[config.mk]
export PLATFORM = sky130hd
export DESIGN_NAME = aurora_rx_block_decoder
export DESIGN_NICKNAME = d
export VERILOG_FILES = /design/src/rtl/aurora_rx_pkg.sv /design/src/rtl/aurora_rx_sync_fifo.sv /design/src/rtl/aurora_rx_block_decoder.sv
export SDC_FILE = /design/constraint.sdc
export NUM_CORES = 1
export LEC_CHECK = 0
export BUFFER_PORTS_ARGS = -buffer_cell sky130_fd_sc_hd__buf_2
export CORE_AREA = 2 2 381 289
export CTS_CLUSTER_SIZE = 10
export DETAILED_ROUTE_END_ITERATION = 8
export DIE_AREA = 0 0 383 291
export HOLD_SLACK_MARGIN = 0.1
export PLACE_DENSITY = 0.61
export SLEW_MARGIN = 20
export SYNTH_ARGS = -nofsm -noshare
export SYNTH_HDL_FRONTEND = slang
export SYNTH_SLANG_ARGS = --single-unit
export TNS_END_PERCENT = 10
[constraint.sdc]
create_clock -name clk_rx_i -period 8.5 [get_ports clk_rx_i]
set_input_delay 0 -clock clk_rx_i [delete_from_list [all_inputs] [get_ports clk_rx_i]]
set_output_delay 0 -clock clk_rx_i [all_outputs]
set_load 0.01 [all_outputs]
[src/rtl/aurora_rx_pkg.sv]
// rtl/aurora_rx_pkg.sv - shared constants, block class and lane state types for the Aurora RX block decoder
package aurora_rx_pkg;

    localparam logic [7:0] BTF_IDLE  = 8'h78;
    localparam logic [7:0] BTF_USERK = 8'hD2;
    localparam logic [1:0] HDR_DATA  = 2'b01;
    localparam logic [1:0] HDR_CTRL  = 2'b10;

    typedef enum logic [2:0] {DATA, USERK, IDLE, CTRL, BAD} blk_class_t;
    typedef enum logic {DOWN, UP} lane_state_t;

    function automatic blk_class_t classify(input logic [1:0] hdr, input logic [7:0] btf);
        blk_class_t c;
        c = BAD;
        if (hdr == HDR_DATA) begin
            c = DATA;
        end else if (hdr == HDR_CTRL) begin
            if (btf == BTF_IDLE)       c = IDLE;
            else if (btf == BTF_USERK) c = USERK;
            else                       c = CTRL;
        end
        return c;
    endfunction

endpackage

[src/rtl/aurora_rx_sync_fifo.sv]
// rtl/aurora_rx_sync_fifo.sv - single-clock first-word-fall-through FIFO with synchronous flush
module aurora_rx_sync_fifo #(
    parameter int DEPTH = 16,
    parameter int WIDTH = 65
) (
    input  logic             clk,
    input  logic             rst_n,
    input  logic             flush,
    input  logic             wr_en,
    input  logic [WIDTH-1:0] wr_data,
    input  logic             rd_en,
    output logic [WIDTH-1:0] rd_data,
    output logic             empty,
    output logic             full
);

    localparam int AW = $clog2(DEPTH);

    logic [WIDTH-1:0] mem [DEPTH];
    logic [AW:0]      wr_ptr;
    logic [AW:0]      rd_ptr;
    logic             do_wr;
    logic             do_rd;

    assign empty = (wr_ptr == rd_ptr);
    assign full  = (wr_ptr[AW] != rd_ptr[AW]) && (wr_ptr[AW-1:0] == rd_ptr[AW-1:0]);
    assign do_rd = rd_en && !empty;
    // A pop in the same cycle frees the slot the write lands in.
    assign do_wr = wr_en && (!full || do_rd);
    assign rd_data = mem[rd_ptr[AW-1:0]];

    always_ff @(posedge clk or negedge rst_n) begin
        if (!rst_n) begin
            wr_ptr <= '0;
            rd_ptr <= '0;
        end else if (flush) begin
            wr_ptr <= '0;
            rd_ptr <= '0;
        end else begin
            if (do_wr) wr_ptr <= wr_ptr + 1'b1;
            if (do_rd) rd_ptr <= rd_ptr + 1'b1;
        end
    end

    always_ff @(posedge clk) begin
        if (do_wr && !flush) mem[wr_ptr[AW-1:0]] <= wr_data;
    end

endmodule

[src/rtl/aurora_rx_block_decoder.sv]
// rtl/aurora_rx_block_decoder.sv - block classifier, lane-up FSM and output FIFO; AURORA_RX_STATS_EN adds class counters
module aurora_rx_block_decoder
    import aurora_rx_pkg::*;
#(
    parameter int FIFO_DEPTH = 16,
    parameter int LOCK_CNT   = 32,
    parameter int ERR_MAX    = 8,
    parameter int ERR_WINDOW = 64
) (
    input  logic        clk_rx_i,
    input  logic        rst_n_i,
    input  logic [63:0] rx_data_i,
    input  logic [1:0]  rx_header_i,
    input  logic        rx_valid_i,
    output logic [63:0] out_data_o,
    output logic        out_type_o,
    output logic        out_valid_o,
    input  logic        out_ready_i,
    output logic        lane_up_o,
    output logic        overflow_o,
`ifdef AURORA_RX_STATS_EN
    output logic [31:0] stat_data_o,
    output logic [31:0] stat_userk_o,
    output logic [31:0] stat_idle_o,
    output logic [31:0] stat_ctrl_o,
    output logic [31:0] stat_bad_o,
    output logic [31:0] stat_drop_o,
`endif
    output logic        hdr_err_o
);

    localparam int GW = $clog2(LOCK_CNT + 1);
    localparam int EW = $clog2(ERR_MAX + 1);
    localparam int WW = $clog2(ERR_WINDOW + 1);

    lane_state_t state_q, state_d;
    logic [GW-1:0] good_q, good_d;
    logic [EW-1:0] err_q, err_d;
    logic [WW-1:0] win_q, win_d;
    logic          push, flush, pop, drop;
    logic          fifo_empty, fifo_full;
    logic [64:0]   fifo_rd;
    logic          ovf_q, hdr_err_q;
    blk_class_t    cls;

    assign cls = classify(rx_header_i, rx_data_i[63:56]);

    always_ff @(posedge clk_rx_i or negedge rst_n_i) begin
        if (!rst_n_i) begin
            state_q   <= DOWN;
            good_q    <= '0;
            err_q     <= '0;
            win_q     <= '0;
            ovf_q     <= 1'b0;
            hdr_err_q <= 1'b0;
        end else begin
            state_q   <= state_d;
            good_q    <= good_d;
            err_q     <= err_d;
            win_q     <= win_d;
            hdr_err_q <= rx_valid_i && (cls == BAD);
            if (drop) ovf_q <= 1'b1;
        end
    end

    always_comb begin
        state_d = state_q;
        good_d  = good_q;
        err_d   = err_q;
        win_d   = win_q;
        push    = 1'b0;
        flush   = 1'b0;
        if (rx_valid_i) begin
            case (state_q)
                DOWN: begin
                    if (cls == BAD) begin
                        good_d = '0;
                    end else if (good_q >= GW'(LOCK_CNT - 1)) begin
                        state_d = UP;
                        good_d  = '0;
                        err_d   = '0;
                        win_d   = '0;
                    end else begin
                        good_d = good_q + 1'b1;
                    end
                end
                UP: begin
                    if (cls == BAD) begin
                        win_d = '0;
                        if (err_q >= EW'(ERR_MAX - 1)) begin
                            state_d = DOWN;
                            flush   = 1'b1;
                            err_d   = '0;
                            good_d  = '0;
                        end else begin
                            err_d = err_q + 1'b1;
                        end
                    end else begin
                        // A full window of clean blocks forgives earlier header errors.
                        if (win_q >= WW'(ERR_WINDOW - 1)) begin
                            win_d = '0;
                            err_d = '0;
                        end else begin
                            win_d = win_q + 1'b1;
                        end
                        push = (cls == DATA) || (cls == USERK);
                    end
                end
                default: state_d = DOWN;
            endcase
        end
    end

    assign pop  = out_ready_i && !fifo_empty;
    assign drop = push && fifo_full && !pop;

    aurora_rx_sync_fifo #(
        .DEPTH (FIFO_DEPTH),
        .WIDTH (65)
    ) u_fifo (
        .clk     (clk_rx_i),
        .rst_n   (rst_n_i),
        .flush   (flush),
        .wr_en   (push),
        .wr_data ({cls == USERK, rx_data_i}),
        .rd_en   (out_ready_i),
        .rd_data (fifo_rd),
        .empty   (fifo_empty),
        .full    (fifo_full)
    );

    assign out_valid_o = !fifo_empty;
    assign out_data_o  = fifo_empty ? 64'd0 : fifo_rd[63:0];
    assign out_type_o  = !fifo_empty && fifo_rd[64];
    assign lane_up_o   = (state_q == UP);
    assign overflow_o  = ovf_q;
    assign hdr_err_o   = hdr_err_q;

`ifdef AURORA_RX_STATS_EN
    logic [31:0] s_data, s_userk, s_idle, s_ctrl, s_bad, s_drop;

    function automatic logic [31:0] sat_inc(input logic [31:0] v, input logic en);
        return (en && v != 32'hFFFF_FFFF) ? v + 32'd1 : v;
    endfunction

    always_ff @(posedge clk_rx_i or negedge rst_n_i) begin
        if (!rst_n_i) begin
            s_data  <= '0;
            s_userk <= '0;
            s_idle  <= '0;
            s_ctrl  <= '0;
            s_bad   <= '0;
            s_drop  <= '0;
        end else begin
            s_data  <= sat_inc(s_data,  rx_valid_i && cls == DATA);
            s_userk <= sat_inc(s_userk, rx_valid_i && cls == USERK);
            s_idle  <= sat_inc(s_idle,  rx_valid_i && cls == IDLE);
            s_ctrl  <= sat_inc(s_ctrl,  rx_valid_i && cls == CTRL);
            s_bad   <= sat_inc(s_bad,   rx_valid_i && cls == BAD);
            s_drop  <= sat_inc(s_drop,  drop);
        end
    end

    assign stat_data_o  = s_data;
    assign stat_userk_o = s_userk;
    assign stat_idle_o  = s_idle;
    assign stat_ctrl_o  = s_ctrl;
    assign stat_bad_o   = s_bad;
    assign stat_drop_o  = s_drop;
`endif

endmodule
# Word-level counts from Yosys, hierarchy flattened
# Memory sizes are Yosys's and may differ from the RTL's.
# Cells that the tools add are included.
op_classes:
  eq_ne: 14
  n_bitwise: 1
  n_addsub: 5
  n_lt_le_gt_ge: 3
  muxes: 39
  reduce_logical: 20
op_table:
  columns: ["operator", "n"]
  rows:
  - ["$mux 64", 1]
  - ["$mux 7", 4]
  - ["$mux 6", 4]
  - ["$mux 4", 5]
  - ["$mux 5", 4]
  - ["$pmux 7 s2", 1]
  - ["$mux 1", 13]
  - ["$pmux 6 s2", 1]
  - ["$add 5x1->5 const B", 2]
  - ["$eq 8x7->1 const B", 1]
  - ["$eq 8x8->1 const B", 1]
  - ["$logic_and 1x1->1", 8]
  - ["$pmux 4 s2", 1]
  - ["$add 7x1->7 const B", 1]
  - ["$ge 7x6->1 const B", 1]
  - ["$add 6x1->6 const B", 1]
  - ["$ge 6x5->1 const B", 1]
  - ["$mux 3", 2]
  - ["$reduce_and 3->1", 2]
  - ["$eq 5x5->1", 1]
  - ["$add 4x1->4 const B", 1]
  - ["$eq 4x4->1", 1]
  - ["$ge 4x3->1 const B", 1]
  - ["$logic_not 1->1", 4]
  - ["other kinds (15)", 20]
word_totals:
  output_inout_bits: 69
  inputBits: 70
  n_memories: 1
  register_bits: 30
  ramBits: 1040
  word_cells: 91
mem_list:
  columns: ["memory", "words", "width", "rd", "rd_clocked_by_memory_dff", "write_ports", "line_no", "text"]
  rows:
  - ["u_fifo.mem", 16, 65, 1, 0, 1, "aurora_rx_sync_fifo.sv:19", "logic [WIDTH-1:0] mem [DEPTH];"]

# Depth between registers and ports, before layout
# Gate-level depths: netlist of the first run.
depth:
  depth_word: 14
  depth_mapped: 8

# By module
# A second synthesis of the first run with hierarchy kept.
hier_totals:
  cells_unflattened: 1932
  hier_area_um2: 41892.7
modules_own_cells:
  columns: ["module", "n_inst", "seq_area_each_um2", "area_per_inst_um2", "cells_each"]
  rows:
  - ["aurora_rx_sync_fifo", 1, 31480.2, 40294.9, 1744]
  - ["aurora_rx_block_decoder", 1, 500.5, 1597.8, 188]

# Least setup slack after synthesis of the first run
# OpenSTA, ideal clock, no wires.
synth_path:
  kind: "flip-flop to flip-flop"
  start: "register u_fifo.rd_ptr[4]"
  end: "memory u_fifo.mem[0][0] (enable)"
  arrival_time_ns: 5.842
  slack_ns: 2.090
  n_path_buf: 0
  path_stages_with_launch: 6
  cell_sequence: "dfrtp_1 > xnor2_1 > nor2_1 > a211oi_4 > nand2_1 > nor3_1"
synth_via:
  elab_chain_len: 8
  elab_cells_between_ends: 11
  cone_classes: "eq/ne: 2; mux: 2; reduce/logical: 7"
synth_lines:
  columns: ["element", "line_no", "text"]
  rows:
  - ["start, declared", "aurora_rx_sync_fifo.sv:21", "logic [AW:0] rd_ptr;"]
  - ["start signal, assigned", "aurora_rx_sync_fifo.sv:41", "if (do_rd) rd_ptr <= rd_ptr + 1'b1;"]
  - ["$eq 5x5->1 or $ne 1x1->1 (tied branches)", "aurora_rx_sync_fifo.sv:25, aurora_rx_sync_fifo.sv:26", null]
  - ["$logic_not 1->1 or $logic_and 1x1->1 (tied branches)", "aurora_rx_sync_fifo.sv:27, aurora_rx_sync_fifo.sv:26", null]
  - ["$logic_and 1x1->1 or $logic_not 1->1 (tied branches)", "aurora_rx_sync_fifo.sv:27, aurora_rx_sync_fifo.sv:29", null]
  - ["$logic_or 1x1->1 (*)", "aurora_rx_sync_fifo.sv:29", "assign do_wr = wr_en && (!full || do_rd);"]
  - ["$logic_and 1x1->1 (*)", "aurora_rx_sync_fifo.sv:29", null]
  - ["$logic_and 1x1->1 (*)", "aurora_rx_sync_fifo.sv:46", "if (do_wr && !flush) mem[wr_ptr[AW-1:0]] <= wr_data;"]
  - ["$mux 1 (*)", "aurora_rx_sync_fifo.sv:46", null]
  - ["$mux 1 (implied by the code) (*)", "aurora_rx_sync_fifo.sv:46", null]
  - ["end, declared", "aurora_rx_sync_fifo.sv:19", null]
# Mark *: on every way between the ends. The rest lies on a longest branch, timed or not.

# Worst setup path in the final report of the first run
layout_path:
  start: "register u_fifo.rd_ptr[0]"
  end: "output out_data_o[42]"
layout_via:
  elab_chain_len: 2
  elab_cells_between_ends: 3
  cone_classes: "eq/ne: 1; mux: 1; memory: 1"
layout_lines:
  columns: ["element", "line_no", "text"]
  rows:
  - ["$mem_v2 16x65 or $eq 5x5->1 (tied branches)", null, null]
  - ["$mux 64 (*)", "aurora_rx_block_decoder.sv:133", "assign out_data_o = fifo_empty ? 64'd0 : fifo_rd[63:0];"]
  - ["end, declared", "aurora_rx_block_decoder.sv:15", "output logic [63:0] out_data_o,"]
# Marks and branches as above.

==> results.ini, run 1 <==
[routing]
wl_um=92500
viasPerCell=5.49
drt_pass1_iterations=5
route.detailed.wl_per_inst_um=26.2
drt_iter0_markers=1862
drc_markers=0
drt.antenna.violating_nets=0
vias=19420

[clock_network]
htree_num_levels=3
clk_pin_slew_ns=0.06
cts_inserted_buffers=117
cts_sinks=1070
clk_path_buf_depth=3
ctsRootBufferMaster=sky130_fd_sc_hd__clkbuf_16
post-cts-setup-buffer-count=0
clock_tree_from_tritoncts=done
insertion_delay_ns=0.70

[timing]
report.final.slew_viol_count=0
setup_slack_ns=3.68
fmax_mhz=207
finClkSkew_ns=0.0452
final-setup-viol-count=0
final.period_utilization=0.567
tightestPinTransition_ns=1.01
report.final.hold_viol_count=0
max_slew_margin=0.324
rsz_0062_raised_after_global_routing=no
timing.setup.tns_ns=0
period_minus_ws_final_ns=4.82

[logic_synthesis]
synth_xor_xnor_area_share=0.00194
syn-cell-area_sq_um=40700
async_flop_share=0.0280
main_combinational_cell_family_by_area_after_synthesis=multiplexers
post_synth.cell_area_avg_sq_um=22.7
ys_warn_count=0
number_of_distinct_library_cells_after_synthesis=48
synth_fp_nets=1871
share_of_the_synthesized_area_in_compound_gates_ao_oa_aoi_oai=0.0386
synth_cells=1791
synth-edff-count=1040
synthFlopType=sky130_fd_sc_hd__edfxtp_1
synth_simple_gate_area_frac=0.0118
post_synth_fa_ha_maj_area_fraction=0.00308
ys_seq_area_frac=0.786
synth_seq_cells=1070
muxShareOfSynthArea=0.145

[pwr]
power.ir.vdd_worst_mv=0.213
power.leakage_nw=14.8
total_power_mw=14.6
power.density_nw_per_um2=312

[setup_path]
buffering_stage_count_on_the_worst_path_with_inverters_included=3
critical_path.max_fanout=48
start_to_end_type_of_the_worst_setup_path=reg2out
crit_path_max_incr_delay_ns=1.06
worst_setup_path_end_kind=output pin
critical_path.slowest_cell=sky130_fd_sc_hd__dfrtp_4
crit_path_cell_trace=buf_4 -> buf_4 -> mux4_2 -> a22oi_1 -> a21oi_1 -> buf_2
cp_common_cell=sky130_fd_sc_hd__buf_4
worst_path_required_time_ns=8.50
critPathLaunchType=register
critical-path-top-delay-family=buffers and inverters
crit_path_arrival_time_ns=4.82

[floorplanning]
floorplan.die.width_um=383
top_level_ports=139
starting_utilization_of_the_core_area=0.376
placement_rows=105
die_height_um=291
fp.dieArea_sq_um=111000
floorplan.core_area_sq_um=108000

[finish]
fin_area_sq_um=47000
final_cell_count_no_fill=3535
flow.area_growth_from_synthesis_pct=15.5
number_of_nets_in_the_finished_design=2137
post_route_cells_drive_above_1_share=0.282

[placement]
numPlacedInstances=3310
routability_congestion=0.702
port_buffers=138
postPlaceCellArea_sq_um=43100
place.detailed.hpwl_um=47700
worst_setup_slack_after_placement_ns=4.06

[global_routing]
grt_overflow=0
gr-usage-all-layers=0.167
first_global_vias=20476
initial_antenna_violation_count=4
grt_pass1_wl_um=138000
pin_count_of_the_biggest_net_entering_global_routing=145

[job]
cap_viol_max_count=0

[status]
run_status=finished clean

[worst_hold_path]
hold_class=in2reg

==> registers in the layout (all words and copies together), names as in the netlist <==
signal	cells
u_fifo.rd_ptr	5
err_q	4
u_fifo.mem	1040
lane_up_o	1
hdr_err_o	1
u_fifo.wr_ptr	5
good_q	6
win_q	7
overflow_o	1
==> through the flow <==
step / util / hold WS [ns]
after floorplan: - / -0.296
after global placement: 0.399 / 0.0785
after detailed placement: 0.399 / 0.0998
after CTS: 0.434 / 0.113
after global routing: 0.434 / 0.179
final: 0.434 / 0.153
==> Yosys cell counts, drive strengths merged (4+ instances only) <==
cell,n,share of area
a21oi,72,0.0089
a22oi,130,0.024
a31oi,4,0.00062
and2,5,0.00077
buf,52,0.0079
clkbuf,47,0.0044
dfrtp,30,0.018
edfxtp,1040,0.77
ha,10,0.0031
inv,9,0.00083
mux2i,4,0.00098
mux4,260,0.14
nand2,27,0.0026
nand2b,6,0.00092
nand3,5,0.00062
nand4,6,0.0011
nor2,28,0.0026
nor3,5,0.00062
o21ai,13,0.0016
xnor2,5,0.0011
xor2,4,0.00086
==> timing repair <==
item	in CTS	in global routing
hold endpoints to repair	1084	0
hold buffers	72	0
gates resized for setup	0	0
==> worst paths after layout <==
kind | to | startpoint | slack (ns) | cells after the start
max in group asynchronous | u_fifo.rd_ptr[0]$_DFFE_PN0P_ | rst_n_i | 7.99 | 4
min in group asynchronous | win_q[1]$_DFFE_PN0P_ | rst_n_i | 0.32 | 4
min reg2reg | good_q[5]$_DFFE_PN0P_ | good_q[5]$_DFFE_PN0P_ | 0.50 | 2
min | overflow_o$_DFFE_PN0P_ | rx_header_i[0] | 0.15 | 7
max reg2reg | u_fifo.mem[12][38]$_DFFE_PP_ | u_fifo.rd_ptr[0]$_DFFE_PN0P_ | 4.15 | 6
max | out_data_o[42] | u_fifo.rd_ptr[0]$_DFFE_PN0P_ | 3.68 | 6
==> metal layers <==
layer	part of all wire	global-route usage	up-vias
li1	-	-	8160
met3	0.059	0.0336	105
met5	0.00029	0	-
met2	0.49	0.269	628
met1	0.44	0.237	10523
met4	0.014	0.0347	4
==> worst min-delay path, cell delays in order <==
cell and delay (ns):
sky130_fd_sc_hd__buf_2 0.09, sky130_fd_sc_hd__inv_1 0.04, sky130_fd_sc_hd__ha_1 0.22, sky130_fd_sc_hd__nor2_1 0.13, sky130_fd_sc_hd__a31oi_1 0.09, sky130_fd_sc_hd__nor2_1 0.11
sky130_fd_sc_hd__a31o_2 0.15
==> placed cells by master (no fill, tap or decap), types with 4 or more instances in the layout <==
cell	instances
sky130_fd_sc_hd__buf_2	138
sky130_fd_sc_hd__nor2_4	12
sky130_fd_sc_hd__nor2_1	16
sky130_fd_sc_hd__nand3_1	5
sky130_fd_sc_hd__edfxtp_1	1040
sky130_fd_sc_hd__inv_1	8
sky130_fd_sc_hd__nor3_2	4
sky130_fd_sc_hd__nand2_1	26
sky130_fd_sc_hd__nand4_1	5
sky130_fd_sc_hd__mux2i_1	4
sky130_fd_sc_hd__ha_1	10
sky130_fd_sc_hd__xor2_1	4
sky130_fd_sc_hd__clkbuf_1	26
sky130_fd_sc_hd__a22oi_1	130
sky130_fd_sc_hd__nand2b_1	6
sky130_fd_sc_hd__mux4_2	260
sky130_fd_sc_hd__buf_4	34
sky130_fd_sc_hd__dlygate4sd3_1	71
sky130_fd_sc_hd__a21oi_1	72
sky130_fd_sc_hd__o21ai_0	13
sky130_fd_sc_hd__a31oi_1	4
sky130_fd_sc_hd__xnor2_1	5
sky130_fd_sc_hd__clkbuf_16	117
sky130_fd_sc_hd__dfrtp_1	28
==> kinds of logic after synthesis <==
logic type                 after synthesis
DFF                                   1070
xor gates and xnor gates                 9
buffers and inverters                  108
AOI/OAI and AO/OA                      235
and+or+nand+nor                         94
muxes                                  265
adders and majority gates               10
==> where the power goes <==
group / internal (mW) / total (mW) / switching (mW)
clock network: 2.46 / 4.34 / 1.88
registers: 6.01 / 6.24 / 0.225
logic: 1.79 / 4.06 / 2.27
total: 10.3 / 14.6 / 4.37
==> cell type report <==
class                      count  area, sq um
sequential                  1070        32000
fill                        9160        61200
clock inverter                 8          103
clock buffer                 143         3030
inverter                       9         36.3
multi-input combinational    613         8280
tap                         1444         1810
timing repair buffer         246         1710
antenna                        2         5.00
Power figures use the tool's default switching activity.
==> inputs of run 2 (changes only) <==
Clock period 8.5 ns to 4.5 ns, I/O delays scaled along.
==> results.ini, run 2 (same netlist as run 1, synthesis figures left out) <==
[worst_hold_path]
hold_class=in2reg

[floorplanning]
floorplan.core_area_sq_um=108000  ; unchanged
die_height_um=291  ; unchanged
placement_rows=105  ; unchanged
starting_utilization_of_the_core_area=0.376  ; unchanged
top_level_ports=139  ; unchanged
fp.dieArea_sq_um=111000  ; unchanged
floorplan.die.width_um=383  ; unchanged

[clock_network]
insertion_delay_ns=0.71  ; about the same
clock_tree_from_tritoncts=done
post_cts_resized=0  ; unchanged
clk_pin_slew_ns=0.06  ; about the same
clk_path_buf_depth=3  ; unchanged
htree_num_levels=3  ; unchanged
cts_sinks=1070  ; unchanged
cts_inserted_buffers=118  ; +0.85%
ctsRootBufferMaster=sky130_fd_sc_hd__clkbuf_16

[timing]
report.final.hold_viol_count=0  ; unchanged
finClkSkew_ns=0.0366  ; -0.00865 ns
rsz_0062_raised_after_global_routing=no
period_minus_ws_final_ns=3.96
fin_hold_ws_ns=0.152  ; -0.0000830 ns
tightestPinTransition_ns=1.08  ; +0.0697 ns
setup_slack_ns=0.541  ; -3.14 ns
final.period_utilization=0.880
report.final.slew_viol_count=0  ; unchanged
final-setup-viol-count=0  ; unchanged
max_slew_margin=0.277  ; -0.0464
fmax_mhz=253

[pwr]
power.leakage_nw=15.0  ; +0.98%
power.density_nw_per_um2=591  ; +90%
power.ir.vdd_worst_mv=0.726  ; +240%

[global_routing]
met2_usage=0.283  ; +0.0146
grt.met3_usage=0.0334  ; -0.000232
first_global_vias=20473  ; -0.015%
initial_antenna_violation_count=6  ; +2
gr-usage-met1=0.235  ; -0.00193
top_usage_layer=met2
gr-usage-all-layers=0.171  ; +0.00423
grt_pass1_wl_um=139000  ; +1.2%
grt_overflow=0  ; unchanged
pin_count_of_the_biggest_net_entering_global_routing=150  ; +3.4%

[routing]
drt.antenna.violating_nets=0  ; unchanged
route.detailed.wl_per_inst_um=26.9  ; +2.8%
drt_iter0_markers=1675  ; -10%
wl_um=95700  ; +3.5%
drc_markers=0  ; unchanged
vias=19557  ; +0.71%
drt_pass1_iterations=5  ; unchanged
viasPerCell=5.49  ; about the same

[setup_path]
critical_path.max_fanout=56  ; +17%
start_to_end_type_of_the_worst_setup_path=reg2out
worst_setup_path_end_kind=output pin
worst_path_required_time_ns=4.50  ; -4.00 ns
critPathLaunchType=register
crit_path_arrival_time_ns=3.96  ; -0.86 ns

[finish]
fillers=9122  ; -0.41%
mostFrequentLayoutCell=sky130_fd_sc_hd__edfxtp_1
layout.cells.most_common_list=sky130_fd_sc_hd__edfxtp_1 (1040), sky130_fd_sc_hd__mux4_2 (260), sky130_fd_sc_hd__buf_2 (138), sky130_fd_sc_hd__a22oi_1 (130), sky130_fd_sc_hd__clkbuf_16 (118)
largest_reg_flops=1040  ; unchanged
flow.area_growth_from_synthesis_pct=16.2
multi_input_comb_area_sq_um=8300  ; +0.15%
number_of_nets_in_the_finished_design=2159  ; +1.0%
ff_latch_area_sq_um=32000  ; unchanged
fin_area_sq_um=47300  ; +0.66%
post_route_cells_drive_above_1_share=0.289  ; +0.00659

[placement]
place.detailed.hpwl_um=48700  ; +2.0%
worst_setup_slack_after_placement_ns=1.17  ; -2.88 ns
postPlaceCellArea_sq_um=43400  ; +0.62%
routability_congestion=0.725  ; +3.2%
port_buffers=138  ; unchanged

[job]
cap_viol_max_count=0  ; unchanged

[status]
run_status=finished clean

-- run 2: cell count changes in the layout (fill, tap and decap cells not counted), moves of 2 or more --
cell | previous run | this run
sky130_fd_sc_hd__buf_12 | 2 | 10
sky130_fd_sc_hd__buf_4 | 34 | 46
sky130_fd_sc_hd__clkbuf_1 | 26 | 29
sky130_fd_sc_hd__nor3_2 | 4 | 2
sky130_fd_sc_hd__nor3_4 | 0 | 2
-- run 2: power by group --
part	total [mW]	internal, mW	switching (mW)
Clock	8.26	4.70	3.57
Combinational	8.06	3.50	4.56
Sequential	11.6	11.4	0.246
-- run 2: worst paths after layout --
check | startpoint | slack, ns | endpoint | cells past startpoint
setup / recovery | u_fifo.rd_ptr[1]$_DFFE_PN0P_ | 0.54 | out_data_o[1] | 6
hold / removal | rx_header_i[0] | 0.15 | overflow_o$_DFFE_PN0P_ | 7
setup reg to reg | u_fifo.rd_ptr[1]$_DFFE_PN0P_ | 1.17 | u_fifo.mem[0][29]$_DFFE_PP_ | 6
hold reg to reg | good_q[5]$_DFFE_PN0P_ | 0.49 | good_q[5]$_DFFE_PN0P_ | 2
max in group asynchronous | rst_n_i | 3.99 | u_fifo.rd_ptr[1]$_DFFE_PN0P_ | 4
min in group asynchronous | rst_n_i | 0.31 | win_q[3]$_DFFE_PN0P_ | 4
-- run 2: cell type report --
| cell class | instances | share of cell area |
|---|---|---|
| antenna | 2 | 0.000106 |
| clock buffer | 148 | 0.0651 |
| clock inverter | 7 | 0.00156 |
| inverter | 9 | 0.000768 |
| multi-input combinational | 613 | 0.176 |
| sequential | 1070 | 0.677 |
| tap | 1444 | 0.0382 |
| timing repair buffer | 267 | 0.0420 |
-- run 2: metrics by stage --
step / cells / util / setup TNS (ns) / total power, mW
2_1_floorplan: 1791 / - / -347.31 / 17.1
3_3_place_gp: 3329 / 0.401 / 0 / 19.9
3_5_place_dp: 3330 / 0.401 / 0 / 20.0
4_1_cts: 3557 / 0.437 / 0 / 28.3
5_1_grt: 3560 / 0.437 / 0 / 29.2
6_report: 3560 / 0.437 / 0 / 27.9
-- run 2: worst max-delay path: stages (launching register included) --
cell and delay, ns:
sky130_fd_sc_hd__dfrtp_4 0.69, sky130_fd_sc_hd__buf_4 0.57, sky130_fd_sc_hd__buf_4 0.76, sky130_fd_sc_hd__mux4_2 0.35, sky130_fd_sc_hd__a22oi_1 0.09, sky130_fd_sc_hd__a21oi_1 0.53
sky130_fd_sc_hd__buf_2 0.23
-- run 2: per-layer routing --
| metal | up-vias | wire, um |
|---|---|---|
| li1 | 8195 | - |
| met1 | 10571 | 40800 |
| met2 | 646 | 47500 |
| met3 | 139 | 5570 |
| met4 | 6 | 1830 |
| met5 | - | 40 |
-- run 2: what timing repair did --
action,in CTS,in global routing
endpoints found under the hold margin,1084,0
buffers inserted,0,0
hold buffers,72,0
